`src/rtl/kyber_ntt_butterfly.sv`:
```
// Pipelined Kyber NTT butterfly: CT forward always; GS inverse only when KYBER_BF_INTT_EN is defined.
// The twiddle ROM is external and synchronous (addressed with in_k, data one cycle later).
module kyber_ntt_butterfly #(
  parameter int Q = 3329,
  parameter int W = 12
) (
  input  logic         clk,
  input  logic         rst_n,
  input  logic         in_valid,
  output logic         in_ready,
  input  logic [W-1:0] in_a,
  input  logic [W-1:0] in_b,
  input  logic [6:0]   in_k,
  input  logic         in_inv,
  output logic [6:0]   zeta_ad,
  output logic         zeta_ce,
  input  logic [W-1:0] zeta_dout,
  output logic         out_valid,
  input  logic         out_ready,
  output logic [W-1:0] out_a,
  output logic [W-1:0] out_b
);

  localparam logic [W:0]     Q_W1  = (W+1)'(Q);
  localparam logic [2*W-1:0] Q_W2  = (2*W)'(Q);
  localparam logic [3*W:0]   BAR_M = (3*W+1)'((64'd1 << (2*W)) / Q);

  function automatic logic [W-1:0] mod_add(input logic [W-1:0] x, input logic [W-1:0] y);
    logic [W:0] s;
    s = {1'b0, x} + {1'b0, y};
    if (s >= Q_W1) s = s - Q_W1;
    else           s = s;
    return s[W-1:0];
  endfunction

  function automatic logic [W-1:0] mod_sub(input logic [W-1:0] x, input logic [W-1:0] y);
    logic [W:0] d;
    if (x >= y) d = {1'b0, x} - {1'b0, y};
    else        d = {1'b0, x} + Q_W1 - {1'b0, y};
    return d[W-1:0];
  endfunction

  // Barrett reduction with a constant multiplier: the quotient estimate is low by at most 2.
  function automatic logic [W-1:0] mod_reduce(input logic [2*W-1:0] p);
    logic [3*W:0]   prod;
    logic [W-1:0]   qe;
    logic [2*W-1:0] r;
    prod = {{(W+1){1'b0}}, p} * BAR_M;
    qe   = prod[3*W-1:2*W];
    r    = p - ({{W{1'b0}}, qe} * Q_W2);
    if (r >= Q_W2) r = r - Q_W2;
    else           r = r;
    if (r >= Q_W2) r = r - Q_W2;
    else           r = r;
    return r[W-1:0];
  endfunction

  logic           stall_s;
  logic [W-1:0]   x_s;

  logic           v1_q, v1_d, v2_q, v2_d, v3_q, v3_d, ov_q, ov_d;
  logic [W-1:0]   a1_q, a1_d, b1_q, b1_d;
  logic [2*W-1:0] p2_q, p2_d;
  logic [W-1:0]   a2_q, a2_d, a3_q, a3_d, t3_q, t3_d;
  logic [W-1:0]   oa_q, oa_d, ob_q, ob_d;
`ifdef KYBER_BF_INTT_EN
  logic           inv1_q, inv1_d, inv2_q, inv2_d, inv3_q, inv3_d;
  logic [W-1:0]   sum2_q, sum2_d, sum3_q, sum3_d;
`else
  logic           unused_inv_s;
  assign unused_inv_s = in_inv;
`endif

  assign stall_s   = ov_q & ~out_ready;
  assign in_ready  = ~stall_s;
  assign zeta_ad   = in_k;
  assign zeta_ce   = ~stall_s;
  assign out_valid = ov_q;
  assign out_a     = oa_q;
  assign out_b     = ob_q;

  // Next-state for every pipeline stage; zeta_dout belongs to the request held in S1.
  always_comb begin
    a1_d = in_a;
    b1_d = in_b;
    v1_d = in_valid;
`ifdef KYBER_BF_INTT_EN
    inv1_d = in_inv;
    if (inv1_q) x_s = mod_sub(b1_q, a1_q);
    else        x_s = b1_q;
    inv2_d = inv1_q;
    sum2_d = mod_add(a1_q, b1_q);
    inv3_d = inv2_q;
    sum3_d = sum2_q;
`else
    x_s = b1_q;
`endif
    p2_d = {{W{1'b0}}, zeta_dout} * {{W{1'b0}}, x_s};
    a2_d = a1_q;
    v2_d = v1_q;
    t3_d = mod_reduce(p2_q);
    a3_d = a2_q;
    v3_d = v2_q;
    ov_d = v3_q;
`ifdef KYBER_BF_INTT_EN
    if (inv3_q) begin
      oa_d = sum3_q;
      ob_d = t3_q;
    end else begin
      oa_d = mod_add(a3_q, t3_q);
      ob_d = mod_sub(a3_q, t3_q);
    end
`else
    oa_d = mod_add(a3_q, t3_q);
    ob_d = mod_sub(a3_q, t3_q);
`endif
  end

  // Pipeline and output registers: all advance together, all hold while stalled.
  always_ff @(posedge clk or negedge rst_n) begin
    if (!rst_n) begin
      v1_q <= 1'b0;  v2_q <= 1'b0;  v3_q <= 1'b0;  ov_q <= 1'b0;
      a1_q <= {W{1'b0}};  b1_q <= {W{1'b0}};
      p2_q <= {(2*W){1'b0}};  a2_q <= {W{1'b0}};
      t3_q <= {W{1'b0}};  a3_q <= {W{1'b0}};
      oa_q <= {W{1'b0}};  ob_q <= {W{1'b0}};
`ifdef KYBER_BF_INTT_EN
      inv1_q <= 1'b0;  inv2_q <= 1'b0;  inv3_q <= 1'b0;
      sum2_q <= {W{1'b0}};  sum3_q <= {W{1'b0}};
`endif
    end else if (!stall_s) begin
      v1_q <= v1_d;  v2_q <= v2_d;  v3_q <= v3_d;  ov_q <= ov_d;
      a1_q <= a1_d;  b1_q <= b1_d;
      p2_q <= p2_d;  a2_q <= a2_d;
      t3_q <= t3_d;  a3_q <= a3_d;
      oa_q <= oa_d;  ob_q <= ob_d;
`ifdef KYBER_BF_INTT_EN
      inv1_q <= inv1_d;  inv2_q <= inv2_d;  inv3_q <= inv3_d;
      sum2_q <= sum2_d;  sum3_q <= sum3_d;
`endif
    end
  end

endmodule
```
`config.mk`:
```
export PLATFORM = sky130hd
export DESIGN_NAME = kyber_ntt_butterfly
export DESIGN_NICKNAME = d
export VERILOG_FILES = /design/src/rtl/kyber_ntt_butterfly.sv
export SDC_FILE = /design/constraint.sdc
export NUM_CORES = 1
export LEC_CHECK = 0
export CORE_UTILIZATION = 35
export CTS_CLUSTER_SIZE = 24
export DETAILED_ROUTE_END_ITERATION = 12
export GPL_TIMING_DRIVEN = 0
export PLACE_DENSITY_LB_ADDON = 0.2
export SETUP_SLACK_MARGIN = 0.1
export SYNTH_ARGS = -nofsm -noshare
export SYNTH_HDL_FRONTEND = slang
export SYNTH_SLANG_ARGS = --single-unit
```
`constraint.sdc`:
```
create_clock -name clk -period 27.7 [get_ports clk]
set_clock_uncertainty 0.2 [all_clocks]
set_input_delay 2.77 -clock clk [delete_from_list [all_inputs] [get_ports clk]]
set_output_delay 2.77 -clock clk [all_outputs]
set_load 0.02 [all_outputs]
```
==> summary.txt <==
Critical path
  • CP Max Fanout: 10
  • Crit. path cell count: 48
  • CP peak stage delay: 0.63 ns
  • CP most frequent cell: fa_1
  • CP delay by family, top: adder cells
  • CP max stage cell: dfrtp_1
  • Crit Path Class: reg2reg
  • CP Capture Type: flip-flop
  • CP arrival: 15.05 ns
  • FF-to-FF path depth: 48
  • CP Launch Type: flip-flop
  • WP data required: 27.72 ns
  • Bufs and invs on worst path: 9

Placement
  • Placed Cells: 3180
  • Gpl congestion: 0.9032
  • Pre-CTS WS: 12.80 ns
  • DP HPWL: 46050 µm
  • Placed instance area: 0.02219 mm²
  • Buffers on Ports: 73

Clocking
  • Root buffer cell: clkbuf_16
  • CTS Buf Count: 9
  • Post_cts resized: 0
  • CTS Hold Buffers Added: 0
  • CTS Buffer Depth: 2
  • Clock slew at reported path FFs: 0.08 ns
  • CTS tree: yes
  • Number of setup buffers added after CTS: 0
  • H-tree Lvls: 3
  • # clock sinks: 112
  • Clock latency at the later pin of the worst-skew pair: 0.38 ns

Route
  • Drt first pass iters: 7
  • DR iter-0 viols: 709
  • DRC: 0
  • Drt wl/cell: 16.99 µm
  • DRT Wirelength: 54300 µm
  • Antenna violation net count after detailed routing: 0
  • DR vias: 15900
  • Number of vias per cell: 4.976

GRT
  • Initial antenna violation count: 1
  • Largest net degree at the start of global routing: 75
  • GR Overflow Total: 0
  • Vias in the first global route: 16390
  • First-pass GRT wire length: 88410 µm
  • All-Layer GR Usage: 18.82%

STA
  • Slew margin rel.: 35.77%
  • Final hold violations: 0
  • Crit path time final: 15.03 ns
  • Fin Setup TNS: 0 ns
  • # setup viols final: 0
  • Max Clock Freq: 0.06655 GHz
  • Fin crit share: 54.25%
  • RSZ-0062 raised after global routing: no
  • Slew at the pin closest to its max-slew limit: 0.9634 ns
  • Setup WS post-layout: 12.67 ns
  • Max-slew violations: 0

Final layout
  • Fin area: 0.02250 mm²
  • Layout cells sized above 1: 3.251%
  • Area growth, synth to finish: 9.901%
  • Post-route insts no fill: 3195
  • Nets: 3042
  • Fillcell total: 5909
  • Antenna fix cells: 0

Floorplan
  • Die Width: 243.8 µm
  • Cell row count: 88
  • Initial Utilization: 35.48%
  • Die height: 243.8 µm
  • Core area: 0.05770 mm²
  • Die area: 0.05946 mm²
  • I/O pin cnt: 82

Yosys
  • Syn Std Cell Area: 0.02047 mm²
  • Seq/Total Area, Yosys: 13.69%
  • Async SR Flop Fraction: 100.0%
  • Synthesized Nets: 2957
  • Syn Inst Count: 2341
  • FF+latch count, synth: 112
  • EDFF count, synth: 0
  • Yosys warning total: 0
  • Syn_area_per_cell: 8.745 µm²
  • Synth Flop Type: dfrtp_1
  • Synth cell types: 91

Flow run
  • Max cap viols: 0

Worst hold path
  • Hold depth: 2
  • HP Class: reg2reg

Status
  • Outcome: completed
final timing paths:
kind                               start       end  slack [ns]
worst max-delay path            p2_q[18]  t3_q[11]       12.67
min in group asynchronous          rst_n  out_a[0]        2.10
worst max register to register  p2_q[18]  t3_q[11]       12.67
worst min register to register      ov_d      ov_d        0.27
max in group asynchronous          rst_n   p2_q[7]       24.50
worst min-delay path                ov_d      ov_d        0.27
stage by stage:
stage / utilization (%) / hold WS (ns)
final: 38.99 / 0.2698
after global routing: 38.99 / 0.3013
after CTS: 38.99 / 0.2736
after detailed placement: 38.46 / 0.2546
after global placement: 38.41 / 0.2465
after floorplan: - / 0.2300
synthesized netlist by cell type (4+ instances only):
library cell | count | area (µm²)
dfrtp_1 | 112 | 2803
nor2_1 | 103 | 386.6
nand2_1 | 312 | 1171
nor4_1 | 4 | 25.02
or2_2 | 8 | 50.05
nor3b_1 | 5 | 37.54
nor3_1 | 35 | 175.2
a21o_1 | 32 | 240.2
xor2_1 | 29 | 254.0
and2_1 | 59 | 369.1
o21bai_1 | 10 | 75.07
clkbuf_1 | 76 | 285.3
nand2b_1 | 14 | 87.58
ha_1 | 305 | 3816
nand4_1 | 17 | 106.4
a21boi_0 | 6 | 45.04
o21ai_0 | 84 | 420.4
buf_2 | 5 | 25.02
buf_4 | 11 | 82.58
a211o_1 | 11 | 96.34
fa_1 | 263 | 5265
o31ai_1 | 8 | 60.06
and4_1 | 7 | 61.31
o221ai_1 | 4 | 35.03
a21oi_1 | 102 | 510.5
nand3_1 | 27 | 135.1
or3_1 | 6 | 37.54
a211oi_1 | 11 | 82.58
o211a_1 | 4 | 40.04
inv_1 | 440 | 1652
xnor2_1 | 67 | 586.8
nor2b_1 | 16 | 100.1
a41oi_1 | 4 | 35.03
nor4b_1 | 4 | 35.03
o21ba_2 | 4 | 40.04
a31oi_1 | 18 | 112.6
o2111ai_1 | 4 | 35.03
o21a_1 | 9 | 67.56
and3_1 | 16 | 100.1
o211ai_1 | 10 | 75.07
tightest hold or removal path: cells and delay by family, from the launching register on:
kind          cells  cell delay [ns]
flops             1             0.34
simple gates      2             0.10
layout by cell type, fill, tap and decap left out, types with 9 or more instances in the layout:
cell type          n
nor2b_1           16
o21ai_0           84
dfrtp_1          112
xor2_1            29
clkbuf_1          76
nand3_1           27
a31oi_1           18
xnor2_1           67
o211ai_1          10
a21oi_1          102
buf_4             11
o21a_1             9
a21o_1            32
nor3_1            35
nor2_1           103
nand2b_1          14
clkbuf_16          9
o21bai_1          10
and2_1            59
clkdlybuf4s50_1   72
nand2_1          312
inv_1            440
and3_1            16
a211o_1           11
ha_1             305
nand4_1           17
fa_1             263
a211oi_1          11
layout make-up:
| class | instances | area [µm²] | area share [%] |
|---|---|---|---|
| buffer | 94 | 415.4 | 1.846 |
| clock buffer | 9 | 225.2 | 1.001 |
| clock inverter | 6 | 85.08 | 0.3782 |
| inverter | 440 | 1652 | 7.341 |
| multi-input combinational | 1695 | 15600 | 69.35 |
| sequential | 112 | 2803 | 12.46 |
| tap | 765 | 957.2 | 4.254 |
| timing repair buffer | 74 | 759.5 | 3.376 |
logic make-up (layout without fill, tap and decap cells):
| kind of cell | Yosys count | after routing | share of synthesized area (%) |
|---|---|---|---|
| and+or+nand+nor | 654 | 654 | 15.14 |
| adders and majority gates | 568 | 568 | 44.36 |
| buffers and inverters | 534 | 623 | 10.10 |
| AOI/OAI and AO/OA | 369 | 369 | 12.08 |
| DFF | 112 | 112 | 13.69 |
| xor gates and xnor gates | 99 | 99 | 4.376 |
| muxes | 5 | 5 | 0.2567 |
layer usage:
metal	wire [µm]	up-vias	GRT usage, %
met5	0	-	0
met4	923	0	3.768
met3	1916	50	2.313
met2	25370	272	30.77
met1	26090	7869	26.63
li1	-	7708	-
flip-flops by register name (all words and copies together), names as in the netlist:
signal	count
a1_q	12
a2_q	12
a3_q	12
b1_q	12
out_a	12
out_b	12
out_valid	1
ov_d	1
p2_q	24
t3_q	12
v1_q	1
v2_q	1
Power is left out: the tool's default activity adds up to more than one toggle a clock period on the data nets, which glitch-free logic cannot reach.
